$ cat src/rtl/dsi_lane_feeder.sv
// dsi_lane_feeder: frames repacker words into per-lane HS bursts (sync byte, data, trail).
// Defining DSI_LANE_FEEDER_BYTE_CNT_EN adds a saturating per-packet data byte counter output.
module dsi_lane_feeder #(
    parameter int         TRAIL_W   = 4,
    parameter logic [7:0] SYNC_BYTE = 8'hB8
) (
    input  logic               clk,
    input  logic               rst,
    input  logic               start,
    input  logic [1:0]         cfg_lanes,
    input  logic [TRAIL_W-1:0] cfg_trail_cycles,
    output logic               busy,
    output logic               done,
    output logic               rep_enable,
    output logic               data_req,
    input  logic [31:0]        rep_data,
    input  logic [3:0]         rep_last_strb,
    input  logic               lane_ready,
    output logic [31:0]        lane_data,
    output logic [3:0]         lane_valid
`ifdef DSI_LANE_FEEDER_BYTE_CNT_EN
    ,
    output logic [15:0]        byte_cnt
`endif
);
    typedef enum logic [2:0] {S_IDLE, S_PREP, S_SYNC, S_DATA, S_TRAIL} state_t;

    state_t             r_state;
    logic               r_prepCnt;
    logic [1:0]         r_lanes;
    logic [TRAIL_W-1:0] r_trail;
    logic [3:0]         r_laneDone;
    logic [3:0]         r_tbit;
    logic [TRAIL_W-1:0] r_cnt [4];
    logic [31:0]        r_laneData;
    logic [3:0]         r_laneValid;
    logic               r_repEn;
    logic               r_done;
    logic               w_accept;
    logic [3:0]         w_active;

    assign w_accept   = lane_ready | ~|r_laneValid;
    assign w_active   = 4'b1111 >> (2'd3 - r_lanes);
    assign busy       = (r_state != S_IDLE);
    assign done       = r_done;
    assign rep_enable = r_repEn;
    assign lane_data  = r_laneData;
    assign lane_valid = r_laneValid;
    // Lane 0 always carries the packet's final byte, so its strobe ends the request stream.
    assign data_req   = (r_state == S_DATA) & w_accept & ~rep_last_strb[0];

    always_ff @(posedge clk or posedge rst) begin
        if (rst) begin
            r_state     <= S_IDLE;
            r_prepCnt   <= 1'b0;
            r_lanes     <= '0;
            r_trail     <= '0;
            r_laneDone  <= '0;
            r_tbit      <= '0;
            for (int i = 0; i < 4; i++) r_cnt[i] <= '0;
            r_laneData  <= '0;
            r_laneValid <= '0;
            r_repEn     <= 1'b0;
            r_done      <= 1'b0;
        end else begin
            r_done <= 1'b0;
            case (r_state)
                S_IDLE: begin
                    if (start) begin
                        r_lanes    <= cfg_lanes;
                        r_trail    <= (cfg_trail_cycles == '0) ? TRAIL_W'(1) : cfg_trail_cycles;
                        r_repEn    <= 1'b1;
                        r_prepCnt  <= 1'b0;
                        r_laneDone <= '0;
                        r_tbit     <= '0;
                        for (int i = 0; i < 4; i++) r_cnt[i] <= '0;
                        r_state    <= S_PREP;
                    end
                end
                S_PREP: begin
                    if (r_prepCnt) r_state <= S_SYNC;
                    else           r_prepCnt <= 1'b1;
                end
                S_SYNC: begin
                    if (w_accept) begin
                        for (int i = 0; i < 4; i++)
                            if (w_active[i]) r_laneData[8*i +: 8] <= SYNC_BYTE;
                        r_laneValid <= w_active;
                        r_state     <= S_DATA;
                    end
                end
                S_DATA: begin
                    if (w_accept) begin
                        for (int i = 0; i < 4; i++) begin
                            if (w_active[i]) begin
                                if (!r_laneDone[i]) begin
                                    r_laneData[8*i +: 8] <= rep_data[8*i +: 8];
                                    if (rep_last_strb[i]) begin
                                        r_laneDone[i] <= 1'b1;
                                        r_tbit[i]     <= ~rep_data[8*i+7];
                                        r_cnt[i]      <= r_trail;
                                    end
                                end else if (r_cnt[i] != '0) begin
                                    r_laneData[8*i +: 8] <= {8{r_tbit[i]}};
                                    r_cnt[i]             <= r_cnt[i] - TRAIL_W'(1);
                                end else begin
                                    r_laneValid[i] <= 1'b0;
                                end
                            end
                        end
                        if (rep_last_strb[0]) r_state <= S_TRAIL;
                    end
                end
                S_TRAIL: begin
                    if (~|r_laneValid) begin
                        r_repEn <= 1'b0;
                        r_done  <= 1'b1;
                        r_state <= S_IDLE;
                    end else if (w_accept) begin
                        for (int i = 0; i < 4; i++) begin
                            if (w_active[i]) begin
                                if (r_cnt[i] != '0) begin
                                    r_laneData[8*i +: 8] <= {8{r_tbit[i]}};
                                    r_cnt[i]             <= r_cnt[i] - TRAIL_W'(1);
                                end else begin
                                    r_laneValid[i] <= 1'b0;
                                end
                            end
                        end
                    end
                end
                default: r_state <= S_IDLE;
            endcase
        end
    end

`ifdef DSI_LANE_FEEDER_BYTE_CNT_EN
    logic [15:0] r_byteCnt;
    logic [2:0]  w_newBytes;
    logic [16:0] w_cntSum;

    always_comb begin
        w_newBytes = '0;
        for (int i = 0; i < 4; i++)
            w_newBytes = w_newBytes + {2'b00, w_active[i] & ~r_laneDone[i]};
        w_cntSum = {1'b0, r_byteCnt} + {14'd0, w_newBytes};
    end

    // Only bytes taken from the repacker count; sync and trail bytes never do.
    always_ff @(posedge clk or posedge rst) begin
        if (rst)
            r_byteCnt <= '0;
        else if (r_state == S_IDLE && start)
            r_byteCnt <= '0;
        else if (r_state == S_DATA && w_accept)
            r_byteCnt <= w_cntSum[16] ? 16'hFFFF : w_cntSum[15:0];
    end

    assign byte_cnt = r_byteCnt;
`endif

endmodule

$ cat config.mk
export PLATFORM = sky130hd
export DESIGN_NAME = dsi_lane_feeder
export DESIGN_NICKNAME = d
export VERILOG_FILES = /design/src/rtl/dsi_lane_feeder.sv
export SDC_FILE = /design/constraint.sdc
export NUM_CORES = 1
export LEC_CHECK = 0
export BUFFER_PORTS_ARGS = -buffer_cell sky130_fd_sc_hd__buf_2
export CAP_MARGIN = 25
export CORE_MARGIN = 4
export CORE_UTILIZATION = 57
export DETAILED_ROUTE_END_ITERATION = 10
export GPL_TIMING_DRIVEN = 0
export PLACE_DENSITY = 0.87
export SYNTH_ARGS = -nofsm -noshare
export SYNTH_HDL_FRONTEND = slang
export SYNTH_SLANG_ARGS = --single-unit
$ cat constraint.sdc
create_clock -name clk -period 3.4 [get_ports clk]
set_clock_uncertainty 0.1 [all_clocks]
set_input_delay 0.51 -clock clk [delete_from_list [all_inputs] [get_ports clk]]
set_output_delay 0.51 -clock clk [all_outputs]
set_load 0.05 [all_outputs]
* After elaboration in Yosys (flattened, before gate mapping) *
Cells that the tools add are included.

cells by class
  add/subtract/negate cells = 5
  eq/ne operators = 39
  shift operators = 1
  multiplexer cells = 115
  bitwise operators = 8
  reduce and logical (&&, ||, !) cells = 38

operator list
  kind                   count
  $mux W8                20
  $mux W32               4
  $mux W4                28
  $pmux W32 S3           1
  $reduce_and A8 Y1      12
  $mux W16               4
  $ne A2 B2 Y1 const B   31
  $pmux W16 S3           1
  $mux W1                45
  $reduce_and A6 Y1      5
  $mux W3                6
  $pmux W4 S2            2
  $reduce_and A4 Y1      4
  $reduce_bool A4 Y1     4
  $sub A4 B1 Y4 const B  4
  $pmux W3 S5            1
  $ne A3 B3 Y1 const B   4
  $pmux W4 S3            1
  $reduce_bool A3 Y1     3
  $eq A3 B2 Y1 const B   2
  $reduce_bool A2 Y1     3
  $not A1 Y1             5
  $logic_not A4 Y1       1
  $pmux W1 S2            2
  other kinds (11)       13

word-level totals
  register bits after elaboration = 72
  input bits = 46
  output and inout bits = 40
  word-level logic and storage cells = 232

* Depth between registers and ports, before layout *
Gate-level depths: netlist of run 1.

  word-level depth = 6
  gate-level depth with buffers = 8
  gate-level depth less buffers = 7

* Least setup slack after synthesis of run 1 *
No wires, ideal clock.

  kind = register to output
  start = register r_laneValid[3], in the netlist lane_valid[3]
  end = output data_req
  data arrival time = 1.936 ns
  path slack = 0.854 ns
  stages on the path, launching flop included = 4
  path buffers = 0
  path through = dfrtp_1 -> nor4_4 -> o21ai_0 -> nor2_1

between the ends
  cells in the longest elaborated chain, start to end = 5

RTL lines
  what                         RTL line  RTL
  start: declaration           36        logic [3:0] r_laneValid;
  start signal: assignment     88        r_laneValid <= w_active;
  $reduce_or A4 Y1             42        assign w_accept = lane_ready | ~|r_laneValid;
  $logic_not A1 Y1             -
  $or A1 B1 Y1                 42
  $and A1 B1 Y1 (2 in series)  50        assign data_req = (r_state == S_DATA) & w_accept & ~rep_last_strb[0];
  end: declaration             15        output logic data_req,

No other way between the ends.

* Final worst setup path of run 1 *
Same ends and word-level chain as after synthesis.

==> impl_metrics.tcl, run 1 <==
set metrics [dict create \
    final_common_cell "buf_2" \
    numCtsBuffers 9 \
    via_per_inst 6.16 \
    post_cts_buffers 0 \
    core_um2 6870 \
    vdd_drop_max_mv 0.560 \
    port_buffers 85 \
    synth.largest_area_cell "dfrtp_1" \
    tritoncts "done" \
    critical_path.cell_chain "nor4_4 > o21ai_0 > nor2_1 > buf_2" \
    synth_area_um2 4090 \
    synth_seq_cells 72 \
    num_rows 30 \
    areaGrowthSynthToFinish_pct 19.9 \
    ys_types 67 \
    fmax_mhz 366 \
    grt-ovfl-total 0 \
    hold_viol_final 0 \
    wl_met1_mm 4.77 \
    nNetsFinal 590 \
    crit_arrival_ns 2.12 \
    path_class "flop to output port" \
    cp_num_buf_inv 1 \
    status "finished, final reports clean" \
    power.density_nw_per_um2 1150 \
    ctsHtreeMaxLevel 3 \
    worst_path_largest_cell_delay_ns 0.51 \
    drt_iter0_markers 372 \
    vias 3949 \
    hpwl_mm 7.96 \
    clk_path_buf_depth 2 \
    utilization 0.714 \
    holdBufCountCts 0 \
    p_leak_nw 2.30 \
    cp_slowest_cell "nor4_4" \
    rsz0062_at_grt "false" \
    top_layer_used "met4" \
    drt_pass1_iterations 8 \
    clock_sinks 72 \
    antenna_found_initial 0 \
    nFillCells 562 \
    synth_top_area_frac 0.440 \
    drtAntennaViolNets 0 \
    dieArea_um2 8600 \
    r2r-start "r_state[0]$_DFFE_PP0P_" \
    end_kind "output port" \
    synth_warnings 0 \
    synth_nets 494 \
    grt_pass1_wl_mm 18.6 \
    fin_setup_tns_ns 0 \
    syn_avg_cell_area_um2 9.21 \
    ys_seq_area_frac 0.440 \
    cap_violations 0 \
    critPathMaxFanout 5 \
    fin_crit_sh 0.804 \
    crit_family "simple AND/OR/NAND/NOR gates" \
    wl_met2_mm 5.37 \
    relSlewSlack 0.409 \
    worstMarginPinSlew_ns 0.887 \
    synth.top_cells.by_area "dfrtp_1 44%, nand2_1 5.5%, o21ai_0 5.4%" \
    synthFlopType "dfrtp_1" \
    grt_use_total 0.271 \
    reg2reg_to "r_cnt[11]$_DFFE_PP0P_" \
    setup_viol 0 \
    async_reset_ff_frac 1.00 \
    ioPinCount 86 \
    drt-wirelength-per-cell_um 17.7 \
    required_ns 2.79 \
    grt_pass1_vias 3927 \
    period_minus_slack_ns 2.73 \
    hp-class "primary input to asynchronous set/reset pin" \
    final_cell_mix "92 x buf_2, 72 x dfrtp_1, 60 x nand2_1, 44 x o21ai_0, 40 x a21oi_1" \
    routed_wl_mm 11.4 \
    antenna-diode-count 0 \
    start_util 0.596 \
    cts-root-buf "clkbuf_8" \
    gp_congestion 0.952 \
    r2r_cells 6 \
    synth_edf_count 0 \
    grt_max_degree 73 \
    drc 0 \
    startpoint_type "flop" \
    cts_resized 0 \
    route.met3.wl_um 953 \
    clock_latency_ns 0.35 \
    synth_cells 444 \
    drive_above_1_share 0.251 \
    reg2reg_slack_ns 1.02 \
    clk_pin_slew_worst_paths_ns 0.07 \
    fp.dieW_um 92.7 \
    slew_violations 0 \
    die_height_um 92.7 \
]
[final cells by class]
type | count | area, µm² | area share
Multi-Input combinational cell | 339 | 2140 | 0.437
Buffer | 19 | 95.1 | 0.0194
Clock buffer | 10 | 138 | 0.0280
Sequential cell | 72 | 1800 | 0.367
Inverter | 14 | 55.1 | 0.0112
Tap cell | 96 | 120 | 0.0245
Timing Repair Buffer | 85 | 425 | 0.0867
Clock inverter | 6 | 130 | 0.0265
[report_power, final]
part / switching [W] / internal (W) / total, W
Clock: 0.000331 / 0.000579 / 0.000910
Sequential: 0.000357 / 0.00122 / 0.00158
Combinational: 0.00212 / 0.00102 / 0.00314
[routing by layer]
layer	GRT usage	vias up
met5	0	-
met4	0.0806	0
met3	0.0642	35
met2	0.456	195
met1	0.347	1897
li1	-	1822
[logic make-up (layout without fill, tap and decap cells)]
kind of cell	count (synthesis)	count (layout)	synth area share
simple gates	156	156	0.205
flops	72	72	0.440
buf+inv	33	134	0.0361
compound gates	165	165	0.272
fa+ha+maj	4	4	0.0122
xor+xnor	3	3	0.00642
mux	11	11	0.0287
[synthesized netlist by cell type (3+ instances only)]
library cell,n
a2bb2oi_1,9
nand3b_1,3
nor2b_1,4
nand2_1,60
a21oi_1,40
a21o_1,4
nand2b_1,9
nor3_4,3
o22ai_1,5
o31ai_1,3
ha_1,4
nor3b_2,3
nand3_1,4
mux2i_1,5
inv_1,14
o211ai_1,3
nor3_1,9
buf_2,7
nor2_1,36
o2bb2ai_1,9
a31oi_1,4
a22oi_1,3
or3_1,5
a22o_1,20
o21ai_0,44
mux2_2,4
clkbuf_1,7
dfrtp_1,72
xnor2_1,3
[flip-flops by register name (all words and copies together), names as in the netlist, 2 cells and up]
register	cells
lane_data	32
r_cnt	16
lane_valid	4
r_laneDone	4
r_tbit	4
r_trail	4
r_state	3
r_lanes	2
[per-stage QoR]
stage | cells | worst slack (ns) | instance area (µm²) | hold WS (ns) | power (W)
global placement | 625 | 0.0898 | 4640 | 0.370 | 0.00453
CTS | 641 | 0.710 | 4910 | 0.257 | 0.00559
detailed placement | 625 | 1.08 | 4640 | 0.373 | 0.00465
finish | 641 | 0.667 | 4910 | 0.252 | 0.00562
floorplan | 444 | 0.854 | 4090 | 0.364 | 0.00388
global route | 641 | 0.577 | 4910 | 0.249 | 0.00595
[worst reg2reg max path, cell delays in order, from the launching register on]
cell	delay, ns
dfrtp_1	0.45
and3b_1	0.19
buf_2	0.19
nor2_1	0.51
nor2_1	0.19
nor3_4	0.28
mux2_1	0.35
[worst max path at each step]
stage | start | endpoint | slack (ns) | depth (start not counted)
finish | lane_valid[3]$_DFFE_PP0P_ | data_req | 0.67 | 4
floorplan | lane_valid[3]$_DFFE_PP0P_ | data_req | 0.85 | 3
detailed placement | r_state[0]$_DFFE_PP0P_ | r_cnt[11]$_DFFE_PP0P_ | 1.08 | 6
global placement | rst | lane_data[19]$_DFFE_PP0P_ | 0.09 | 2
global route | lane_valid[3]$_DFFE_PP0P_ | data_req | 0.58 | 4
CTS | lane_valid[3]$_DFFE_PP0P_ | data_req | 0.71 | 4
Note: power is estimated with default switching activity, not from simulation.
==> run 2, diff against run 1 <==
--- a/config.mk
+++ b/config.mk
@@ -8,10 +8,10 @@
 export BUFFER_PORTS_ARGS = -buffer_cell sky130_fd_sc_hd__buf_2
 export CAP_MARGIN = 25
 export CORE_MARGIN = 4
-export CORE_UTILIZATION = 57
+export CORE_UTILIZATION = 55
 export DETAILED_ROUTE_END_ITERATION = 10
 export GPL_TIMING_DRIVEN = 0
-export PLACE_DENSITY = 0.87
+export PLACE_DENSITY = 0.84
 export SYNTH_ARGS = -nofsm -noshare
 export SYNTH_HDL_FRONTEND = slang
 export SYNTH_SLANG_ARGS = --single-unit
==> constraint.sdc (replaced) <==
create_clock -name clk -period 2.6 [get_ports clk]
set_clock_uncertainty 0.1 [all_clocks]
set_input_delay 0.39 -clock clk [delete_from_list [all_inputs] [get_ports clk]]
set_output_delay 0.39 -clock clk [all_outputs]
set_load 0.05 [all_outputs]
==> run 2 against run 1 <==
Net effect: via count fell by 3.3%; sequential power up 29%; clock power decreased by 11%; flip-flop and latch count stayed put; critical path type unchanged; largest power group unchanged; die area grew 3.3%; routed wire length decreased by 5.7%; final area decreased by 1.8%.
==> impl_metrics.tcl, run 2 (same netlist as run 1, synthesis figures left out) <==
set metrics [dict create \
    clk_path_buf_depth 2 \
    ctsHtreeMaxLevel 3 \
    clk_pin_slew_worst_paths_ns 0.07 \
    fin_setup_tns_ns 0 \
    multi_input_area_um2 2140 \
    utilization 0.664 \
    drt-wirelength-per-cell_um 16.7 \
    top_layer_used "met4" \
    cts_resized 0 \
    numCtsBuffers 9 \
    r2r_cells 6 \
    path_class "flop to output port" \
    p_sw_w 0.00355 \
    status "finished, final reports clean" \
    hold_viol_final 0 \
    largest_reg_flops 32 \
    crit_family "simple AND/OR/NAND/NOR gates" \
    post_cts_buffers 0 \
    antenna_found_initial 0 \
    ioPinCount 86 \
    rsz0062_at_grt "false" \
    fin_crit_sh 0.933 \
    slew_violations 0 \
    clock_latency_ns 0.36 \
    critPathMaxFanout 5 \
    grt_max_degree 73 \
    drtAntennaViolNets 0 \
    p_seq_frac 0.297 \
    placed_area_um2 4640 \
    power_w 0.00687 \
    relSlewSlack 0.411 \
    wl_met1_mm 4.48 \
    drive_above_1_share 0.246 \
    die_height_um 94.3 \
    tritoncts "done" \
    pwr-share-clk 0.118 \
    p_leak_nw 2.25 \
    drt_pass1_iterations 6 \
    antenna-diode-count 0 \
    r2r-start "r_state[0]$_DFFE_PP0P_" \
    critical_path.cell_chain "nor4_4 > o21ai_1 > nor2_1 > buf_2" \
    clock_sinks 72 \
    start_util 0.564 \
    port_buffers 85 \
    route.met3.wl_um 856 \
    vdd_drop_max_mv 0.850 \
    areaGrowthSynthToFinish_pct 17.8 \
    final_common_cell "buf_2" \
    gp_congestion 0.981 \
    cap_violations 0 \
    comb_power_share 0.585 \
    period_minus_slack_ns 2.43 \
    final_cell_mix "92 x buf_2, 72 x dfrtp_1, 60 x nand2_1, 43 x o21ai_0, 40 x a21oi_1" \
    required_ns 2.11 \
    cp_slowest_cell "nor4_4" \
    startpoint_type "flop" \
    via_per_inst 5.93 \
    crit_arrival_ns 1.94 \
    wl_met2_mm 5.16 \
    grt_use_total 0.254 \
    switching_share 0.516 \
    dieArea_um2 8880 \
    reg2reg_slack_ns 0.25 \
    final_area_um2 4820 \
    hpwl_mm 7.84 \
    core_um2 7250 \
    reg2reg_to "r_cnt[10]$_DFFE_PP0P_" \
    setup_viol 0 \
    grt-ovfl-total 0 \
    cp_num_buf_inv 1 \
    register_area_um2 1800 \
    fmax_mhz 412 \
    vias 3820 \
    nFillCells 631 \
    cts-root-buf "clkbuf_8" \
    grt_pass1_vias 3727 \
    routed_wl_mm 10.7 \
    power.internal_w 0.00333 \
    drc 0 \
    hp-class "primary input to asynchronous set/reset pin" \
    fp.dieW_um 94.3 \
    end_kind "output port" \
    grt_pass1_wl_mm 17.7 \
    worstMarginPinSlew_ns 0.884 \
    num_rows 31 \
    worst_path_largest_cell_delay_ns 0.48 \
    power.density_nw_per_um2 1430 \
    nNetsFinal 590 \
    holdBufCountCts 0 \
    drt_iter0_markers 325 \
]
run 2: changes by cell type in the layout (fill, tap and decap cells not counted):
cell       change
bufinv_16      -4
clkbuf_1       +3
clkbuf_8       +1
clkinv_2       -1
clkinv_4       +1
o21ai_0        -1
o21ai_1        +1
run 2: worst max-delay path by stage:
stage | from | cells after the start | slack (ns) | to
global route | r_state[0]$_DFFE_PP0P_ | 5 | 0.04 | lane_data[5]$_DFFE_PP0P_
detailed placement | r_state[0]$_DFFE_PP0P_ | 6 | 0.32 | r_cnt[11]$_DFFE_PP0P_
global placement | rst | 2 | -0.60 | lane_data[16]$_DFFE_PP0P_
floorplan | lane_valid[3]$_DFFE_PP0P_ | 3 | 0.17 | data_req
CTS | lane_valid[3]$_DFFE_PP0P_ | 4 | 0.06 | data_req
finish | lane_valid[3]$_DFFE_PP0P_ | 4 | 0.17 | data_req
run 2: metrics by stage:
step	setup slack (ns)	hold WS (ns)	cells
finish	0.174	0.113	644
global route	0.0411	0.148	644
CTS	0.0562	0.136	644
detailed placement	0.317	0.374	628
global placement	-0.603	0.370	628
floorplan	0.174	0.364	444
run 2: power groups by stage:
stage	clock (W)	combinational (W)	sequential (W)
finish	0.000809	0.00402	0.00204
global route	0.000865	0.00440	0.00211
CTS	0.000823	0.00401	0.00203
detailed placement	0	0.00400	0.00205
global placement	0	0.00389	0.00202
floorplan	0	0.00224	0.00284
run 2: cell type report:
class / count / share of cell area
multi-input cells: 339 / 0.444
flip-flops and latches: 72 / 0.374
repair buffers: 85 / 0.0883
clock buffers: 14 / 0.0337
well taps: 99 / 0.0257
plain buffers: 19 / 0.0197
inverters: 14 / 0.0114
clock inverters: 2 / 0.00286
run 2: per-layer routing:
| metal | vias up | GRT usage |
|---|---|---|
| li1 | 1825 | - |
| met1 | 1822 | 0.325 |
| met2 | 152 | 0.415 |
| met3 | 21 | 0.0737 |
| met4 | 0 | 0.0818 |
| met5 | - | 0 |
==> run 3, diff against run 2 <==
--- a/config.mk
+++ b/config.mk
@@ -11,7 +11,9 @@
 export CORE_UTILIZATION = 55
 export DETAILED_ROUTE_END_ITERATION = 10
 export GPL_TIMING_DRIVEN = 0
+export HOLD_SLACK_MARGIN = 0.15
 export PLACE_DENSITY = 0.84
+export RECOVER_POWER = 25
 export SYNTH_ARGS = -nofsm -noshare
 export SYNTH_HDL_FRONTEND = slang
 export SYNTH_SLANG_ARGS = --single-unit
==> run 3 against run 2 <==
Net effect: the flow now finishes with violations (max-capacitance violations); sequential share of layout area fell by 0.18 points; global-route usage rose by 0.20 points; fmax rose by 0.68%; sequential power about the same; final area up 0.49%; flip-flop and latch count is the same; via count is 0.65% higher; setup slack better by 0.016 ns; die area unchanged; first-iteration DRC count rose by 33%; critical path type unchanged.
==> impl_metrics.tcl, run 3 (same netlist as run 1, synthesis figures left out) <==
set metrics [dict create \
    die_height_um 94.3 \
    setup_viol 0 \
    comb_power_share 0.581 \
    p_leak_nw 2.16 \
    critical_path.cell_chain "nor4_4 > o21ai_1 > nor2_1 > buf_2" \
    slew_violations 0 \
    switching_share 0.521 \
    fmax_mhz 415 \
    port_buffers 85 \
    drt_pass1_iterations 5 \
    clock_sinks 72 \
    rsz0062_at_grt "false" \
    fin_ws_ns 0.190 \
    hpwl_mm 7.84 \
    period_minus_slack_ns 2.41 \
    critPathMaxFanout 5 \
    areaGrowthSynthToFinish_pct 18.4 \
    grt_use_total 0.256 \
    clk_pin_slew_worst_paths_ns 0.07 \
    hp-class "primary input to flop" \
    start_util 0.564 \
    final_cell_mix "72 x dfrtp_1, 60 x nand2_1, 57 x buf_2, 45 x clkbuf_1, 43 x o21ai_0" \
    routed_wl_mm 10.7 \
    required_ns 2.11 \
    antenna_found_initial 0 \
    antenna-diode-count 0 \
    num_rows 31 \
    grt_pass1_vias 3773 \
    power.internal_w 0.00326 \
    ioPinCount 86 \
    fin_setup_tns_ns 0 \
    numCtsBuffers 9 \
    ctsHtreeMaxLevel 3 \
    relSlewSlack 0.00893 \
    cp_slowest_cell "dfrtp_1" \
    cts-root-buf "clkbuf_8" \
    crit_arrival_ns 1.92 \
    hold_viol_final 0 \
    p_seq_frac 0.301 \
    cap_violations 1 \
    final_common_cell "dfrtp_1" \
    via_per_inst 5.91 \
    clk_path_buf_depth 2 \
    fp.dieW_um 94.3 \
    dieArea_um2 8880 \
    status "complete, but fails checks" \
    largest_reg_flops 32 \
    grt_max_degree 73 \
    drtAntennaViolNets 0 \
    finalHoldWorstSlack_ns 0.157 \
    tritoncts "done" \
    drive_above_1_share 0.179 \
    path_class "flop to output port" \
    power_w 0.00682 \
    nFillCells 649 \
    grt-ovfl-total 0 \
    core_um2 7250 \
    vdd_drop_max_mv 0.828 \
    violations "max-capacitance violations" \
    clock_latency_ns 0.36 \
    drc 0 \
    nNetsFinal 597 \
    startpoint_type "flop" \
    worst_path_largest_cell_delay_ns 0.47 \
    drt-wirelength-per-cell_um 16.5 \
    power.density_nw_per_um2 1410 \
    grt_pass1_wl_mm 17.8 \
    gp_congestion 0.981 \
    fin_crit_sh 0.927 \
    post-place-ws_ns 0.317 \
    pwr-share-clk 0.118 \
    utilization 0.668 \
    drt_iter0_markers 431 \
    vias 3845 \
    end_kind "output port" \
    worstMarginPinSlew_ns 1.49 \
    p_sw_w 0.00355 \
]
-- run 3: changes by cell type in the layout (fill, tap and decap cells not counted), sizes merged --
cell	before	now
clkbuf	21	56
buf	97	62
dlygate4sd3	0	7
-- run 3: what timing repair did --
action / in CTS / in global routing
gates resized for setup: 0 / 1
endpoints found under the hold margin: 13 / 0
setup endpoints to repair: 0 / 1
buffers inserted: 0 / 0
hold buffers: 7 / 0
-- run 3: worst max-delay path: cells and delay by family, from the launching register on --
family	cells	cell delay, ns
AO/OA/AOI/OAI	1	0.26
buffers and inverters	1	0.27
flip-flops	1	0.47
AND/OR/NAND/NOR	2	0.56
-- run 3: area by class of cell --
type                    instances  area (µm²)  area share
well taps                      99         124      0.0256
plain buffers                  19        93.8      0.0194
multi-input cells             339        2140       0.442
clock buffers                  14         163      0.0336
clock inverters                 2        13.8     0.00284
repair buffers                 92         453      0.0935
flip-flops and latches         72        1800       0.372
inverters                      14        52.6      0.0108
-- run 3: metrics by stage --
step,cell area [µm²],std cells
2_1_floorplan,4090,444
3_3_place_gp,4640,628
3_5_place_dp,4640,628
4_1_cts,4890,651
5_1_grt,4840,651
6_report,4840,651
-- run 3: power by group through the flow --
stage | Combinational (W) | Sequential [W] | Clock [W]
finish | 0.00396 | 0.00205 | 0.000803
global placement | 0.00389 | 0.00202 | 0
detailed placement | 0.00400 | 0.00205 | 0
CTS | 0.00402 | 0.00203 | 0.000823
global route | 0.00434 | 0.00211 | 0.000864
floorplan | 0.00224 | 0.00284 | 0
-- run 3: worst paths after layout --
check / from / endpoint / slack (ns) / depth (start not counted)
hold / removal: cfg_trail_cycles[3] / r_trail[3]$_DFFE_PP0P_ / 0.16 / 3
max in group asynchronous: rst / lane_data[18]$_DFFE_PP0P_ / 0.57 / 3
setup reg to reg: r_state[0]$_DFFE_PP0P_ / r_cnt[10]$_DFFE_PP0P_ / 0.26 / 6
hold reg to reg: lane_data[19]$_DFFE_PP0P_ / lane_data[19]$_DFFE_PP0P_ / 0.39 / 1
setup / recovery: lane_valid[1]$_DFFE_PP0P_ / data_req / 0.19 / 4
min in group asynchronous: rst / r_cnt[1]$_DFFE_PP0P_ / 0.92 / 3
-- run 3: routing by layer --
layer / global-route usage / wire [µm] / share of wire
met5: 0 / 0 / 0
met4: 0.0818 / 201 / 0.019
met3: 0.0737 / 912 / 0.085
met2: 0.419 / 5200 / 0.48
met1: 0.328 / 4410 / 0.41
